File: src/rtl/ccff_bitstream_loader_if.sv
// Bundle of the loader's control, byte-stream, chain and readback signals.
// The loader takes the slave modport; the bench or host side takes the master modport.
interface ccff_bitstream_loader_if;
   logic       start;
   logic       busy;
   logic       done;
   logic [7:0] din_data;
   logic       din_valid;
   logic       din_ready;
   logic       ccff_head;
   logic       ccff_shift_en;
   logic       ccff_tail;
   logic [7:0] rb_data;
   logic       rb_valid;

   modport master (
      output start, din_data, din_valid, ccff_tail,
      input  busy, done, din_ready, ccff_head, ccff_shift_en, rb_data, rb_valid
   );

   modport slave (
      input  start, din_data, din_valid, ccff_tail,
      output busy, done, din_ready, ccff_head, ccff_shift_en, rb_data, rb_valid
   );
endinterface

File: src/rtl/ccff_bitstream_loader.sv
// Streams a byte-wide bitstream MSB-first into a configuration flip-flop chain of
// CHAIN_LEN bits, collecting the bits leaving the chain tail into readback bytes.
module ccff_bitstream_loader #(
   parameter int unsigned CHAIN_LEN = 56
) (
   input  logic                    prog_clk,
   input  logic                    pReset,
   ccff_bitstream_loader_if.slave  bus
);
   localparam int unsigned CNT_W  = 16;
   localparam int unsigned BYTE_W = 8;
   localparam int unsigned BCNT_W = 4;
   localparam int unsigned RBC_W  = 3;

   localparam logic [1:0] ST_IDLE  = 2'd0;
   localparam logic [1:0] ST_FETCH = 2'd1;
   localparam logic [1:0] ST_SHIFT = 2'd2;
   localparam logic [1:0] ST_DONE  = 2'd3;

   logic [1:0]        state_q,   state_d;
   logic [CNT_W-1:0]  rem_q,     rem_d;
   logic [BCNT_W-1:0] bcnt_q,    bcnt_d;
   logic [BYTE_W-1:0] sreg_q,    sreg_d;
   logic [BYTE_W-1:0] rb_sreg_q, rb_sreg_d;
   logic [RBC_W-1:0]  rb_cnt_q,  rb_cnt_d;
   logic [BYTE_W-1:0] rb_data_q, rb_data_d;
   logic              rb_valid_q, rb_valid_d;
   logic              busy_q, done_q, din_ready_q, head_q, shift_en_q;

   // Next-state, datapath and readback assembly
   always_comb begin
      state_d    = state_q;
      rem_d      = rem_q;
      bcnt_d     = bcnt_q;
      sreg_d     = sreg_q;
      rb_sreg_d  = rb_sreg_q;
      rb_cnt_d   = rb_cnt_q;
      rb_data_d  = rb_data_q;
      rb_valid_d = 1'b0;

      case (state_q)
         ST_IDLE: begin
            if (bus.start) begin
               state_d = ST_FETCH;
               rem_d   = CNT_W'(CHAIN_LEN);
            end
         end
         ST_FETCH: begin
            if (bus.din_valid) begin
               sreg_d  = bus.din_data;
               bcnt_d  = (rem_q >= CNT_W'(BYTE_W)) ? BCNT_W'(BYTE_W) : BCNT_W'(rem_q);
               state_d = ST_SHIFT;
            end
         end
         ST_SHIFT: begin
            sreg_d = {sreg_q[BYTE_W-2:0], 1'b0};
            bcnt_d = bcnt_q - BCNT_W'(1);
            rem_d  = rem_q - CNT_W'(1);
            if (bcnt_q == BCNT_W'(1)) begin
               state_d = (rem_q == CNT_W'(1)) ? ST_DONE : ST_FETCH;
            end
         end
         ST_DONE: state_d = ST_IDLE;
         default: state_d = ST_IDLE;
      endcase

      // Tail bits fill the readback byte from the MSB down, so a short final byte is left-aligned
      if (shift_en_q) begin
         rb_sreg_d[RBC_W'(BYTE_W - 1) - rb_cnt_q] = bus.ccff_tail;
         rb_cnt_d = rb_cnt_q + RBC_W'(1);
         if ((rb_cnt_q == RBC_W'(BYTE_W - 1)) || (rem_q == CNT_W'(1))) begin
            rb_data_d  = rb_sreg_d;
            rb_valid_d = 1'b1;
            rb_sreg_d  = '0;
            rb_cnt_d   = '0;
         end
      end
   end

   // State and registered outputs, decoded from the next state
   always_ff @(posedge prog_clk) begin
      if (pReset) begin
         state_q     <= ST_IDLE;
         rem_q       <= '0;
         bcnt_q      <= '0;
         sreg_q      <= '0;
         rb_sreg_q   <= '0;
         rb_cnt_q    <= '0;
         rb_data_q   <= '0;
         rb_valid_q  <= 1'b0;
         busy_q      <= 1'b0;
         done_q      <= 1'b0;
         din_ready_q <= 1'b0;
         head_q      <= 1'b0;
         shift_en_q  <= 1'b0;
      end else begin
         state_q     <= state_d;
         rem_q       <= rem_d;
         bcnt_q      <= bcnt_d;
         sreg_q      <= sreg_d;
         rb_sreg_q   <= rb_sreg_d;
         rb_cnt_q    <= rb_cnt_d;
         rb_data_q   <= rb_data_d;
         rb_valid_q  <= rb_valid_d;
         busy_q      <= (state_d != ST_IDLE);
         done_q      <= (state_d == ST_DONE);
         din_ready_q <= (state_d == ST_FETCH);
         head_q      <= (state_d == ST_SHIFT) && sreg_d[BYTE_W-1];
         shift_en_q  <= (state_d == ST_SHIFT);
      end
   end

   assign bus.busy          = busy_q;
   assign bus.done          = done_q;
   assign bus.din_ready     = din_ready_q;
   assign bus.ccff_head     = head_q;
   assign bus.ccff_shift_en = shift_en_q;
   assign bus.rb_data       = rb_data_q;
   assign bus.rb_valid      = rb_valid_q;
endmodule

File: src/flat_wrapper.sv
// flat-port wrapper written by rule: the top's interface ports become plain ports
module ccff_bitstream_loader_flat 
#(
   parameter int unsigned CHAIN_LEN = 56
)
  (prog_clk, pReset, bus_start, bus_din_data, bus_din_valid, bus_ccff_tail, bus_busy, bus_done, bus_din_ready, bus_ccff_head, bus_ccff_shift_en, bus_rb_data, bus_rb_valid);
  ccff_bitstream_loader_if bus_i ();
  input  logic prog_clk;
  input  logic pReset;
  input wire logic [$bits(bus_i.start)-1:0] bus_start;
  input wire logic [$bits(bus_i.din_data)-1:0] bus_din_data;
  input wire logic [$bits(bus_i.din_valid)-1:0] bus_din_valid;
  input wire logic [$bits(bus_i.ccff_tail)-1:0] bus_ccff_tail;
  output wire logic [$bits(bus_i.busy)-1:0] bus_busy;
  output wire logic [$bits(bus_i.done)-1:0] bus_done;
  output wire logic [$bits(bus_i.din_ready)-1:0] bus_din_ready;
  output wire logic [$bits(bus_i.ccff_head)-1:0] bus_ccff_head;
  output wire logic [$bits(bus_i.ccff_shift_en)-1:0] bus_ccff_shift_en;
  output wire logic [$bits(bus_i.rb_data)-1:0] bus_rb_data;
  output wire logic [$bits(bus_i.rb_valid)-1:0] bus_rb_valid;
  assign bus_i.start = bus_start;
  assign bus_i.din_data = bus_din_data;
  assign bus_i.din_valid = bus_din_valid;
  assign bus_i.ccff_tail = bus_ccff_tail;
  assign bus_busy = bus_i.busy;
  assign bus_done = bus_i.done;
  assign bus_din_ready = bus_i.din_ready;
  assign bus_ccff_head = bus_i.ccff_head;
  assign bus_ccff_shift_en = bus_i.ccff_shift_en;
  assign bus_rb_data = bus_i.rb_data;
  assign bus_rb_valid = bus_i.rb_valid;
  ccff_bitstream_loader #(.CHAIN_LEN(CHAIN_LEN)) u_core (.prog_clk(prog_clk), .pReset(pReset), .bus(bus_i));
endmodule
File: config.mk
export PLATFORM = sky130hd
export DESIGN_NAME = ccff_bitstream_loader_flat
export DESIGN_NICKNAME = d
export VERILOG_FILES = /design/src/rtl/ccff_bitstream_loader_if.sv /design/src/rtl/ccff_bitstream_loader.sv /design/src/flat_wrapper.sv
export SDC_FILE = /design/constraint.sdc
export NUM_CORES = 1
export LEC_CHECK = 0
export CORE_AREA = 2 2 75 77
export DETAILED_ROUTE_END_ITERATION = 8
export DIE_AREA = 0 0 77 79
export PLACE_DENSITY = 0.76
export RECOVER_POWER = 50
export SYNTH_ARGS = -nofsm -noshare
export SYNTH_HDL_FRONTEND = slang
export SYNTH_SLANG_ARGS = --single-unit
File: constraint.sdc
create_clock -name prog_clk -period 2.85 [get_ports prog_clk]
set_input_delay 0.57 -clock prog_clk [delete_from_list [all_inputs] [get_ports prog_clk]]
set_output_delay 0.57 -clock prog_clk [all_outputs]
set_load 0.005 [all_outputs]
==> results of run 1 <==
[logic make-up after synthesis]
family	share of synthesized area [%]
adder cells (fa/ha/maj)	4.50
AO/OA/AOI/OAI	16.4
multiplexers	6.16
XOR/XNOR	2.20
buffers and inverters	3.91
AND/OR/NAND/NOR	27.2
flip-flops	39.6
[power by group through the flow]
| stage | clock, W | sequential [W] | combinational, W |
|---|---|---|---|
| floorplan | 0 | 0.000996 | 0.000711 |
| global placement | 0 | 0.00103 | 0.000863 |
| detailed placement | 0 | 0.00103 | 0.000881 |
| CTS | 0.000453 | 0.00102 | 0.000888 |
| global route | 0.000479 | 0.00103 | 0.000983 |
| finish | 0.000436 | 0.00102 | 0.000881 |
[layout make-up]
cell class              instances  share of cell area [%]
repair buffers                 28                    8.60
multi-input cells             218                    49.8
clock buffers                   5                    2.18
well taps                      72                    2.85
inverters                       7                   0.833
flip-flops and latches         55                    34.9
clock inverters                 3                   0.793
[per-layer routing]
| layer | vias to the layer above | routed length, um | track usage, % |
|---|---|---|---|
| met5 | - | 0 | 0 |
| met4 | 0 | 62 | 5.89 |
| met3 | 4 | 111 | 3.75 |
| met2 | 31 | 2670 | 32.9 |
| met1 | 1087 | 2880 | 26.1 |
| li1 | 1129 | - | - |
[stage by stage]
stage / cell area (um2) / instances / hold slack [ns]
after global placement: 3070 / 380 / 0.443
after detailed placement: 3070 / 380 / 0.463
after floorplan: 2780 / 299 / 0.432
final: 3160 / 388 / 0.477
after CTS: 3160 / 388 / 0.480
after global routing: 3160 / 388 / 0.494
[worst max-delay path, cell delays in order]
cell             delay [ns]
clkdlybuf4s50_1        0.75
clkbuf_1               1.01
nand4b_1               0.23
o31ai_1                0.09
[cell usage after synthesis (4+ instances only)]
master     instances
nor2b_1            4
ha_1              10
inv_1              7
o21ai_0            6
nand2b_1          10
a22oi_1            7
nand2_1           14
clkbuf_1          13
xor2_1             7
a2bb2oi_1          7
nand3b_1           5
mux2i_1           16
dfxtp_1           55
nand4b_1          12
nor3b_1            8
nor2_1            32
a211oi_1           4
nand3_1            7
o31ai_1           11
nor3_1             4
a21oi_1           16
[state kept, by name (all words and copies together) (netlist names), 2 cells and up]
signal and flops:
u_core.rb_cnt_q 3, u_core.state_q 2, u_core.rem_q 16, u_core.bus.rb_data 8
u_core.sreg_q 8, u_core.rb_sreg_q 8, u_core.bcnt_q 4
[path summary, 6_finish.rpt]
kind                                   endpoint  slack (ns)  depth (start not counted)
max reg2reg       u_core.bcnt_q[2]$_SDFFE_PP0P_        0.51                          5
min               u_core.sreg_q[0]$_SDFFE_PP0P_        0.48                          2
max          u_core.bus.rb_data[7]$_SDFFE_PP0P_        0.35                          4
min reg2reg       u_core.sreg_q[0]$_SDFFE_PP0P_        0.48                          2
==> results.cfg, run 1 <==
[sta]
tightest_slew_ns = 1.31
rsz0062_at_grt = false
final.period_utilization_pct = 87.8
slew_headroom_pct = 12.8
fin_crit_ns = 2.50
drv_slew = 0
tns_ns = 0
final.setup.worst_slack_ns = 0.349
setup_viol = 0
finalHoldViolations = 0
skew_ns = 0.0122
fmax_mhz = 400

[clock_tree]
cts_buffer_depth = 2
cts_setup_buffers = 0
root_buffer = clkbuf_8
cts.sinks = 55
cts.htree.levels = 2
clkTransAtPathRegs_ns = 0.11
cts_resized = 0
cts_tree = built
clock_latency_ns = 0.31
ctsHoldBuffers = 0
cts_buffers = 5

[critical_path]
crit_start = pReset
start_kind = primary input
critPathKind = in -> reg
crit_path_max_fanout = 33
reg2reg_from = u_core.state_q[1]$_SDFF_PP0_
worstSetupEndpointType = flop
arrival_ns = 2.66
cp.required_ns = 3.01

[die]
coreArea_mm2 = 0.00534
die_h_um = 79
die_area_mm2 = 0.00608
io_pins = 27
fp.dieW_um = 77
num_rows = 27
initial_utilization_pct = 52.1

[grt]
grt_max_degree = 34
grt_pass1_wl_mm = 9.80
overflow = 0
antenna_found_initial = 0
gr-usage-all-layers_pct = 19.7
grt_pass1_vias = 2104

[routing]
final_antenna_net_count = 0
drc = 0
drt-pass1-iter-count = 4
drt_iter0_drc = 111
num_vias = 2251
drt-wirelength-per-cell_um = 14.7
totalWireLength_mm = 5.72
via_per_inst = 5.80

[logic_synthesis]
mappedNetlistNets = 322
yosys.cell_types.count = 52
synth_top_cell_area_share_pct = 39.6
synthCells = 299
ys_ff_latch = 55
ys.flop_type = dfxtp_1
syn_area_per_cell_um2 = 9.31
synthesis.yosys.warnings = 0
netlist_area_mm2 = 0.00278
synthTopCellsByArea = dfxtp_1 40%, mux2i_1 5.8%, ha_1 4.5%
synth-edff-count = 0
synth_seq_area_share_pct = 39.6
synth.largest_area_cell = dfxtp_1
postSynth.asyncResetShare_pct = 0

[power]
power.density_mw_per_mm2 = 740
power_frac_seq_pct = 43.6
power.share.combinational_pct = 37.7
vdd_drop_max_uv = 383
p_leak_nw = 1.19
p_clk_share_pct = 18.7
power.switching_w = 0.000883
p_total_w = 0.00234
p_sw_share_pct = 37.8
power.internal_w = 0.00145

[placed_design]
pre_cts_ws_ns = 0.477
routabilityCongestion = 0.798
port_buffers = 26
dp_hpwl_mm = 3.87

[cells_and_area]
nNetsFinal = 338
multi_input_area_mm2 = 0.00157
synthToLayoutAreaGrowth_pct = 13.4
ff_latch_area_mm2 = 0.00110
final_common_cell = dfxtp_1
fillers = 506
layout_common_cells = 55 x dfxtp_1, 32 x nor2_1, 16 x a21oi_1, 16 x mux2i_1, 14 x nand2_1
drive_above_1_share_pct = 7.28
antenna_cells = 0
finish.utilization_pct = 59.1

[hold_path]
worstHoldStart = u_core.sreg_q[0]$_SDFFE_PP0P_
hold_path.class = reg -> reg

[status]
outcome = finished, final reports clean

[flow_run]
cap_violations = 0
(Power assumes the default switching activity.)
==> inputs of run 2 (changes only) <==
--- a/config.mk
+++ b/config.mk
@@ -5,10 +5,10 @@
 export SDC_FILE = /design/constraint.sdc
 export NUM_CORES = 1
 export LEC_CHECK = 0
-export CORE_AREA = 2 2 75 77
+export CORE_AREA = 2 2 71 80
 export DETAILED_ROUTE_END_ITERATION = 8
-export DIE_AREA = 0 0 77 79
-export PLACE_DENSITY = 0.76
+export DIE_AREA = 0 0 73 82
+export PLACE_DENSITY = 0.77
 export RECOVER_POWER = 50
 export SYNTH_ARGS = -nofsm -noshare
 export SYNTH_HDL_FRONTEND = slang
==> run 2 against run 1 <==
Effect of this change: final area down 0.83%; non-clock buffer count unchanged; total power down 0.53%; setup slack better by 0.12 ns; utilization up 0.83 points; sequential power about the same; final cell count down 3.1%; critical path type is now reg -> reg; largest cell class unchanged; largest power group unchanged.
==> results.cfg, run 2 (synthesis results as in run 1) <==
[status]
outcome = finished, final reports clean

[hold_path]
min_path_cells = 2
hold_path.class = reg -> reg
min_to = u_core.sreg_q[0]$_SDFFE_PP0P_
worstHoldStart = u_core.sreg_q[0]$_SDFFE_PP0P_

[routing]
drc = 0
top_layer = met4
met2_length_mm = 2.45
wl_met3_um = 182
num_vias = 2245
wirelength_met1_mm = 2.82
totalWireLength_mm = 5.51
drt-pass1-iter-count = 4
final_antenna_net_count = 0
drt_iter0_drc = 85
via_per_inst = 5.97
drt-wirelength-per-cell_um = 14.6

[critical_path]
r2r_slack_ns = 0.47
cp_slowest_stage_delay_ns = 1.02
cpMaxStageDelayCell = o21ai_0
critPathKind = reg -> reg
reg2regPathDepth = 5
reg2reg_from = u_core.state_q[1]$_SDFF_PP0_
arrival_ns = 2.61
crit_chain = inv_1, ha_1, o21ai_0, o22ai_1, a211oi_1
worstSetupEndpointType = flop
cp.required_ns = 3.09
start_kind = flop
crit_path_max_fanout = 12
reg2reg_to = u_core.bcnt_q[2]$_SDFFE_PP0P_

[cells_and_area]
drive_above_1_share_pct = 6.33
final_common_cell = dfxtp_1
layout_common_cells = 55 x dfxtp_1, 32 x nor2_1, 16 x a21oi_1, 16 x mux2i_1, 14 x nand2_1
regMostFlops = u_core.rem_q
nNetsFinal = 338
fillers = 466
largest_reg_flops = 16
antenna_cells = 0
synthToLayoutAreaGrowth_pct = 12.5

[grt]
grt_max_degree = 43
grt_pass1_wl_mm = 9.31
antenna_found_initial = 0
gr-usage-all-layers_pct = 19.6
grt_pass1_vias = 2030
overflow = 0

[clock_tree]
cts.sinks = 55
cts_resized = 0
cts_setup_buffers = 0
clkTransAtPathRegs_ns = 0.10
cts.htree.levels = 2
ctsHoldBuffers = 0
root_buffer = clkbuf_8
clock_latency_ns = 0.31
cts_tree = built
cts_buffers = 5
cts_buffer_depth = 2

[die]
die_h_um = 82
coreArea_mm2 = 0.00522
fp.dieW_um = 73
die_area_mm2 = 0.00599
num_rows = 28
initial_utilization_pct = 53.3
io_pins = 27

[sta]
fmax_mhz = 420
rsz0062_at_grt = false
finalHoldViolations = 0
setup_viol = 0
slew_headroom_pct = 16.8
tns_ns = 0
drv_slew = 0
tightest_slew_ns = 1.23
final.setup.worst_slack_ns = 0.471
skew_ns = 0.00467
fin_crit_ns = 2.38
final.period_utilization_pct = 83.5

[power]
vdd_drop_max_uv = 399
p_leak_nw = 1.18
p_clk_share_pct = 19.2
power.share.combinational_pct = 37.3
p_total_w = 0.00232
power.internal_w = 0.00145
power_frac_seq_pct = 43.6
power.density_mw_per_mm2 = 742
p_sw_share_pct = 37.7
power.switching_w = 0.000876

[placed_design]
dp_hpwl_mm = 3.70
port_buffers = 26
pre_cts_ws_ns = 0.482
routabilityCongestion = 0.779

[flow_run]
cap_violations = 0
run 2: final cells by class:
cell class	instances	area [um2]	area share [%]
Clock buffer	5	68.8	2.20
Timing Repair Buffer	28	275	8.80
Clock inverter	3	23.8	0.760
Tap cell	60	75.1	2.40
Inverter	7	26.3	0.840
Multi-Input combinational cell	218	1560	49.8
Sequential cell	55	1100	35.2
run 2: power groups by stage:
| stage | Sequential, W | Clock [W] | Combinational [W] |
|---|---|---|---|
| floorplan | 0.000996 | 0 | 0.000711 |
| global placement | 0.00103 | 0 | 0.000860 |
| detailed placement | 0.00103 | 0 | 0.000879 |
| CTS | 0.00101 | 0.000462 | 0.000884 |
| global route | 0.00103 | 0.000490 | 0.000983 |
| finish | 0.00101 | 0.000445 | 0.000866 |
run 2: critical path, delay by kind of cell (launching register included):
kind            cells  cell delay, ns
compound gates      3            1.48
flops               1            0.40
fa+ha+maj           1            0.33
buf+inv             1            0.10
run 2: per-layer routing:
layer | track usage, % | up-vias
met1 | 27.8 | 1070
met3 | 4.05 | 6
met2 | 29.7 | 41
met5 | 0 | -
met4 | 6.11 | 0
li1 | - | 1128
run 2: stage by stage:
stage | util [%] | std cells | cell area (um2) | hold slack, ns
6_report | 59.9 | 376 | 3130 | 0.469
5_1_grt | 59.9 | 376 | 3130 | 0.504
4_1_cts | 60.2 | 376 | 3140 | 0.471
3_5_place_dp | 58.4 | 368 | 3050 | 0.457
3_3_place_gp | 58.4 | 368 | 3050 | 0.446
2_1_floorplan | - | 299 | 2780 | 0.432
run 2: worst max path at each step:
stage | cells after the start | startpoint | slack, ns | end
final | 5 | u_core.state_q[1]$_SDFF_PP0_ | 0.47 | u_core.bcnt_q[2]$_SDFFE_PP0P_
after global routing | 5 | u_core.state_q[1]$_SDFF_PP0_ | 0.19 | u_core.bcnt_q[0]$_SDFFE_PP0P_
after CTS | 5 | u_core.state_q[1]$_SDFF_PP0_ | 0.49 | u_core.bcnt_q[2]$_SDFFE_PP0P_
after detailed placement | 5 | bus_din_valid | 0.48 | u_core.bcnt_q[1]$_SDFFE_PP0P_
after global placement | 5 | bus_din_valid | 0.59 | u_core.bcnt_q[1]$_SDFFE_PP0P_
after floorplan | 7 | u_core.state_q[1]$_SDFF_PP0_ | 1.0 | u_core.rem_q[15]$_SDFFE_PP0P_
